--- src/rtl/seg_scan_capture.sv ---
// Loopback capture of a multiplexed active-low 7-segment display: debounces select/segment
// samples, decodes them back to BCD per digit. Optional dp capture under SEG_CAPTURE_DP_EN.
module seg_scan_capture #(
   parameter int unsigned NUMBER_OF_DIGITS = 4,
   parameter int unsigned SETTLE_CYCLES    = 16
) (
   input  logic                          clk,
   input  logic                          rst,
   input  logic [3:0]                    io_sel,
   input  logic [7:0]                    io_seg,
   output logic [NUMBER_OF_DIGITS*4-1:0] number,
   output logic [NUMBER_OF_DIGITS-1:0]   digit_valid,
   output logic                          frame_done,
   output logic                          decode_err
`ifdef SEG_CAPTURE_DP_EN
   ,
   output logic [NUMBER_OF_DIGITS-1:0]   dp
`endif
);

   localparam int unsigned SAMPLE_W = 12;
   localparam int unsigned NUM_W    = NUMBER_OF_DIGITS * 4;
   localparam int unsigned CNT_W    = $clog2(SETTLE_CYCLES + 1);

   localparam logic [CNT_W-1:0] CNT_COMMIT = CNT_W'(SETTLE_CYCLES - 1);
   localparam logic [CNT_W-1:0] CNT_MAX    = CNT_W'(SETTLE_CYCLES);

   localparam logic [1:0] ST_IDLE     = 2'd0;
   localparam logic [1:0] ST_SETTLING = 2'd1;
   localparam logic [1:0] ST_COMMIT   = 2'd2;
   localparam logic [1:0] ST_HELD     = 2'd3;

   logic [SAMPLE_W-1:0]         sample_in;
   logic [SAMPLE_W-1:0]         s;
   logic [CNT_W-1:0]            cnt;
   logic [CNT_W-1:0]            cnt_n;
   logic [1:0]                  state;
   logic [1:0]                  state_n;
   logic [NUMBER_OF_DIGITS-1:0] seen;
   logic [NUMBER_OF_DIGITS-1:0] seen_n;
   logic [NUM_W-1:0]            number_n;
   logic [NUMBER_OF_DIGITS-1:0] valid_n;
   logic                        frame_n;
   logic                        err_n;
   logic [NUMBER_OF_DIGITS-1:0] dp_q;
   logic [NUMBER_OF_DIGITS-1:0] dp_n;

   logic       same;
   logic       commit;
   logic [3:0] sel_low;
   logic       sel_idle;
   logic       sel_multi;
   logic       sel_in_range;
   logic [1:0] sel_idx;
   logic       seg_ok;
   logic [3:0] seg_val;

   // Without dp capture, bit 7 is forced high so dp activity never disturbs settling.
`ifdef SEG_CAPTURE_DP_EN
   assign sample_in = {io_sel, io_seg};
   assign dp        = dp_q;
`else
   logic unused_dp;
   assign sample_in = {io_sel, 1'b1, io_seg[6:0]};
   assign unused_dp = io_seg[7] ^ (|dp_q);
`endif

   assign same   = (sample_in == s);
   assign commit = same && (state == ST_COMMIT);

   // Select classification of the settled sample
   assign sel_low      = ~s[11:8];
   assign sel_idle     = (sel_low == 4'b0000);
   assign sel_multi    = !$onehot0(sel_low);
   assign sel_in_range = (32'(sel_idx) < NUMBER_OF_DIGITS);

   always_comb begin
      sel_idx = 2'd0;
      for (int b = 0; b < 4; b++) begin
         if (sel_low[b]) sel_idx = 2'(b);
      end
   end

   // Active-high gfedcba pattern to BCD; blank maps to 0xF
   always_comb begin
      seg_ok  = 1'b1;
      seg_val = 4'h0;
      case (~s[6:0])
         7'h3F:   seg_val = 4'd0;
         7'h06:   seg_val = 4'd1;
         7'h5B:   seg_val = 4'd2;
         7'h4F:   seg_val = 4'd3;
         7'h66:   seg_val = 4'd4;
         7'h6D:   seg_val = 4'd5;
         7'h7D:   seg_val = 4'd6;
         7'h07:   seg_val = 4'd7;
         7'h7F:   seg_val = 4'd8;
         7'h6F:   seg_val = 4'd9;
         7'h00:   seg_val = 4'hF;
         default: seg_ok  = 1'b0;
      endcase
   end

   // Settle counter, state and capture next-state logic
   always_comb begin
      cnt_n    = cnt;
      state_n  = state;
      seen_n   = seen;
      number_n = number;
      valid_n  = digit_valid;
      frame_n  = 1'b0;
      err_n    = decode_err;
      dp_n     = dp_q;

      if (!same) begin
         cnt_n = '0;
      end else if (cnt != CNT_MAX) begin
         cnt_n = cnt + CNT_W'(1);
      end

      if (cnt_n == '0) begin
         state_n = ST_IDLE;
      end else if (cnt_n == CNT_COMMIT) begin
         state_n = ST_COMMIT;
      end else if (cnt_n == CNT_MAX) begin
         state_n = ST_HELD;
      end else begin
         state_n = ST_SETTLING;
      end

      if (commit) begin
         if (sel_multi) begin
            err_n = 1'b1;
         end else if (!sel_idle && sel_in_range) begin
            if (!seg_ok) begin
               err_n = 1'b1;
            end else begin
               for (int d = 0; d < NUMBER_OF_DIGITS; d++) begin
                  if (sel_idx == 2'(d)) begin
                     number_n[4*d +: 4] = seg_val;
                     valid_n[d]         = 1'b1;
                     seen_n[d]          = 1'b1;
                     dp_n[d]            = ~s[7];
                  end
               end
               if (seen_n == '1) begin
                  frame_n = 1'b1;
                  seen_n  = '0;
               end
            end
         end
      end
   end

   always_ff @(posedge clk or posedge rst) begin
      if (rst) begin
         s           <= '1;
         cnt         <= '0;
         state       <= ST_IDLE;
         seen        <= '0;
         number      <= '0;
         digit_valid <= '0;
         frame_done  <= 1'b0;
         decode_err  <= 1'b0;
         dp_q        <= '0;
      end else begin
         s           <= sample_in;
         cnt         <= cnt_n;
         state       <= state_n;
         seen        <= seen_n;
         number      <= number_n;
         digit_valid <= valid_n;
         frame_done  <= frame_n;
         decode_err  <= err_n;
         dp_q        <= dp_n;
      end
   end

endmodule

--- config.mk ---
export PLATFORM = sky130hd
export DESIGN_NAME = seg_scan_capture
export DESIGN_NICKNAME = d
export VERILOG_FILES = /design/src/rtl/seg_scan_capture.sv
export SDC_FILE = /design/constraint.sdc
export NUM_CORES = 1
export LEC_CHECK = 0
export ABC_AREA = 0
export CORE_MARGIN = 3
export CORE_UTILIZATION = 40
export DETAILED_ROUTE_END_ITERATION = 16
export PLACE_DENSITY_LB_ADDON = 0.12
export SYNTH_ARGS = -nofsm -noshare
export SYNTH_HDL_FRONTEND = slang
export SYNTH_SLANG_ARGS = --single-unit
export TNS_END_PERCENT = 1
--- constraint.sdc ---
create_clock -name clk -period 4.2 [get_ports clk]
set_clock_uncertainty 0.05 [all_clocks]
set_input_delay 0.84 -clock clk [delete_from_list [all_inputs] [get_ports clk]]
set_output_delay 0.84 -clock clk [all_outputs]
set_load 0.05 [all_outputs]
======== Yosys cells after proc, flatten, opt, wreduce, memory -nomap -nowiden ========
Cells that the tools add are included.
word-level totals
  register bits after elaboration ......... 44
  output and inout bits ................... 22
  word-level logic and storage cells ...... 94
  input port bits ......................... 14
operators by class
  mux-type cells .......................... 39
  bitwise logic cells ..................... 3
  reductions and logical operators ........ 12
  add/subtract/negate cells ............... 4
  eq/ne operators ......................... 21
  order comparisons ....................... 1
operators with widths
  cell                   count
  $eq A7 B7 Y1 const B   7
  $pmux W4 S10           1
  $mux W1                30
  $reduce_and A5 Y1      4
  $eq A7 B3 Y1 const B   2
  $eq A11 B11 Y1         1
  $reduce_or A11 Y1      1
  $mux W2                5
  $mux W5                2
  $eq A7 B6 Y1 const B   1
  $logic_not A7 Y1       1
  $not A7 Y7             1
  $eq A2 B2 Y1 const B   3
  $add A5 B1 Y5 const B  1
  $eq A5 B4 Y1 const B   1
  $eq A5 B5 Y1 const B   1
  $logic_not A5 Y1       1
  $ne A5 B5 Y1 const B   1
  $add A1 B1 Y2          2
  $eq A4 B4 Y1 const B   1
  $logic_not A4 Y1       1
  $mux W4                1
  $ne A2 B2 Y1 const B   2
  $not A4 Y4             1
  other kinds (8)        8

======== Depth between registers and ports, before layout ========
  word-level depth ........................ 16
  mapped depth ............................ 11

======== Least setup slack after synthesis ========
OpenSTA, ideal clock, no wires.
  path kind ............................... register to register
  start point ............................. register s[9]
  end point ............................... register number[2]
  clock period less this slack ............ 3.279 ns
  required time ........................... 4.022 ns
  slack ................................... 0.921 ns
  stages on the path, launching flop included .. 12
  arrival ................................. 3.101 ns
  cells stage by stage .................... dfstp_2 -> fa_1 -> inv_1 -> ha_1 -> inv_1 -> ha_1 -> nor3b_1 -> a21oi_1 -> or4b_1 -> buf_2 -> nor4b_4 -> mux2_1
on the way
  word-level cells in the longest chain between the ends .. 6
ends and longest elaborated chain
  what                                                                   RTL line  RTL
  from (decl)                                                            34        logic [SAMPLE_W-1:0] s;
  from (signal assigned)                                                 167       s <= sample_in;
  parallel branches: the longest is 5 deep, another holds $add A2 B2 Y3  -
  $reduce_and A5 Y1 (no source line) (*)                                 -
  to (signal assigned)                                                   171       number <= number_n;
  to (decl)                                                              11        output logic [NUMBER_OF_DIGITS*4-1:0] number,
Mark *: on every way between the ends.
A chain may end at the register's enable or synchronous reset.

======== Worst setup path after layout ========
  start point ............................. register s[11]
  end point ............................... register number[7]
on the way
  word-level cells in the longest chain between the ends .. 5
ends and longest elaborated chain
  what                                    RTL line  RTL
  $not A4 Y4                              72        assign sel_low = ~s[11:8];
  $add A1 B1 Y2 (not written as such)     74        assign sel_multi = !$onehot0(sel_low);
  $add A2 B2 Y3 (not written as such)     74
  $le A3 B1 Y1 (not written as such)      74
  $reduce_and A5 Y1 (no source line) (*)  -
Every way passes the cells marked *; elsewhere a longest branch is shown, timed or not.

==> results.toml <==
[sta]
slew_headroom_pct = 47.8
finalCriticalPeriod_ps = 3740
timing.final.ws_setup_ps = 457
fin_tns_setup_ps = 0
timing.final.crit_share_pct = 89.1
rsz0062_at_grt = "false"
setup_viol = 0
max_freq_mhz = 267
drv_slew = 0
timing.final.hold_violations = 0
tightest_slew_ps = 782
timing.hold.ws_ps = 416

[setup_path]
crit_type = "reg2reg"
arrival_ps = 3860
critPathRequiredTime_ps = 4320
cp-start-kind = "register"
worstPathMaxFanout = 9
end_kind = "register"

[synth]
syn_inst = 194
ys_ff_latch = 44
ys_seq_area_share_pct = 49.3
yosys_warnings = 0
postSynthAreaPerCell_um2 = 11.6
synth_fp_nets = 216
synth_cell_types = 45
syn_area_mm2 = 0.00226

[placement]
dp.cells = 290
dpl_worst_slack_ps = 457
globalplace.congestion = 0.850
dp_hpwl_um = 3380
io_buffers = 34

[run]
maxCapViolCount = 0

[global_routing]
grt_busiest_layer = "met2"
met1_usage_pct = 17.1
antenna_found_initial = 0
grt_pass1_wl_um = 7470
grt_max_degree = 24
grtUsageMet2_pct = 27.2
grt-ovfl-total = 0
gr-usage-met3_pct = 3.99
grt_pass1_vias = 1561
globalRouteTotalUtil_pct = 15.0

[die]
start_util_pct = 42.9
io_pins = 36
dieArea_mm2 = 0.00659
fp.dieH_um = 81.2
die_w_um = 81.2
core_area_mm2 = 0.00527
row_count = 26

[hold_path]
hold_path.class = "reg2reg"

[detailed_routing]
routedWlPerCell_um = 14.9
drt_wl_total_um = 4430
drc_errors = 0
dr.first_iter.drc_count = 116
vias = 1526
antenna_left = 0
firstDrtPassIters = 4
avgViaCountPerCell = 5.12

[clocking]
cts_inserted_buffers = 5
postCtsSetupBuffers = 0
path_clk_slew_ps = 80
htreeDepth = 2
postCtsHoldBufs = 0
ctsResizeCount = 0
cts_root_buf = "clkbuf_8"
cts_sinks = 44
clock_path_buffers = 2
clkLatencyLatePin_ps = 290
cts_tree = "done"

[finish]
fin_cells = 298
n_antenna_cell = 0
layout_common_cells = "clkdlybuf4s50_1 (34), dfrtp_1 (33), xor2_1 (12)"
drive_gt1_share_pct = 16.2
nets = 249
layout_commonest_cell = "clkdlybuf4s50_1"
areaGrowthSynthToFinish_pct = 21.0
final_util_pct = 51.9

[power_and_ir_drop]
powerDensity_mw_per_mm2 = 279
leakagePower_nw = 1.22
peakVddDrop_uv = 123

[run_status]
outcome = "complete, no violations"
==> synthesized netlist by cell type, drive strengths merged <==
library cell,instances,share of area [%]
a21o,1,0.33
a21oi,4,0.89
a22oi,1,0.33
a311oi,2,0.78
a31oi,1,0.28
and3,2,0.55
and4b,1,0.44
buf,6,1.6
clkbuf,4,0.66
dfrtp,33,37
dfstp,11,13
fa,1,0.89
ha,7,3.9
inv,11,1.8
mux2,17,8.5
mux2i,1,0.44
nand2,10,1.7
nand2b,2,0.55
nand3,7,1.6
nand3b,4,1.3
nand4,1,0.28
nor2,8,1.3
nor2b,4,1.1
nor3,2,0.44
nor3b,2,0.66
nor4,7,3.9
nor4b,3,1.8
o21a,4,1.3
o21ai,3,0.66
o21ba,1,0.44
o221a,1,0.89
o22a,1,0.39
o22ai,3,0.83
o31a,1,0.39
o41ai,1,0.39
or2,5,1.4
or3,2,0.55
or4,1,0.33
or4b,1,0.44
xnor2,5,1.9
xor2,12,4.7
==> power by group <==
| part | switching [mW] | total [mW] | internal, mW | leakage, nW |
|---|---|---|---|---|
| Sequential | 0.0134 | 0.447 | 0.434 | 0.572 |
| Clock | 0.137 | 0.253 | 0.115 | 0.0388 |
| Combinational | 0.0320 | 0.0622 | 0.0302 | 0.608 |
==> area by class of cell <==
cell class                 instances  area [µm²]
sequential                        44        1110
clock inverter                     2        11.3
clock buffer                       6        72.6
fill                             483        2530
tap                               70        87.6
inverter                          11        41.3
timing repair buffer              36         355
multi-input combinational        129        1050
==> worst paths after layout <==
path	from	cells after the start	slack [ps]	to
max	s[11]	10	460	number[7]
min	state[0]	1	420	decode_err
max reg2reg	s[11]	10	460	number[7]
min reg2reg	state[0]	1	420	decode_err
max in group asynchronous	rst	3	2320	s[9]
min in group asynchronous	rst	2	940	number[15]
==> per-stage QoR <==
stage	power (mW)	cell area (µm²)
after floorplan	0.494	2260
after global placement	0.515	2650
after detailed placement	0.518	2650
after CTS	0.775	2740
after global routing	0.802	2740
final	0.762	2740
==> sequential cells by signal, summed over array words and instances, names as in the netlist <==
name	flops
cnt	5
decode_err	1
digit_valid	4
frame_done	1
number	16
s	11
seen	4
state	2
==> critical path, cell delays in order, from the launching register on <==
cell	delay, ps
dfstp_2	660
fa_1	450
inv_1	60
ha_1	160
inv_1	60
ha_1	260
nor3b_1	190
a21oi_1	80
or4b_1	710
nor4_4	550
mux2_1	380
==> per-layer routing <==
| metal | wire (µm) | part of all wire [%] |
|---|---|---|
| met1 | 1910 | 43 |
| met2 | 2270 | 51 |
| met3 | 189 | 4.3 |
| met4 | 66 | 1.5 |
| met5 | 0 | 0 |
==> cells by family after synthesis <==
kind of cell,Yosys count,synth area share [%]
AOI/OAI and AO/OA,24,7.92
adders and majority gates,8,4.76
DFF,44,49.3
muxes,18,8.92
buffers and inverters,21,4.10
xor gates and xnor gates,17,6.59
and+or+nand+nor,62,18.4
Note: power is estimated with default switching activity, not from simulation.
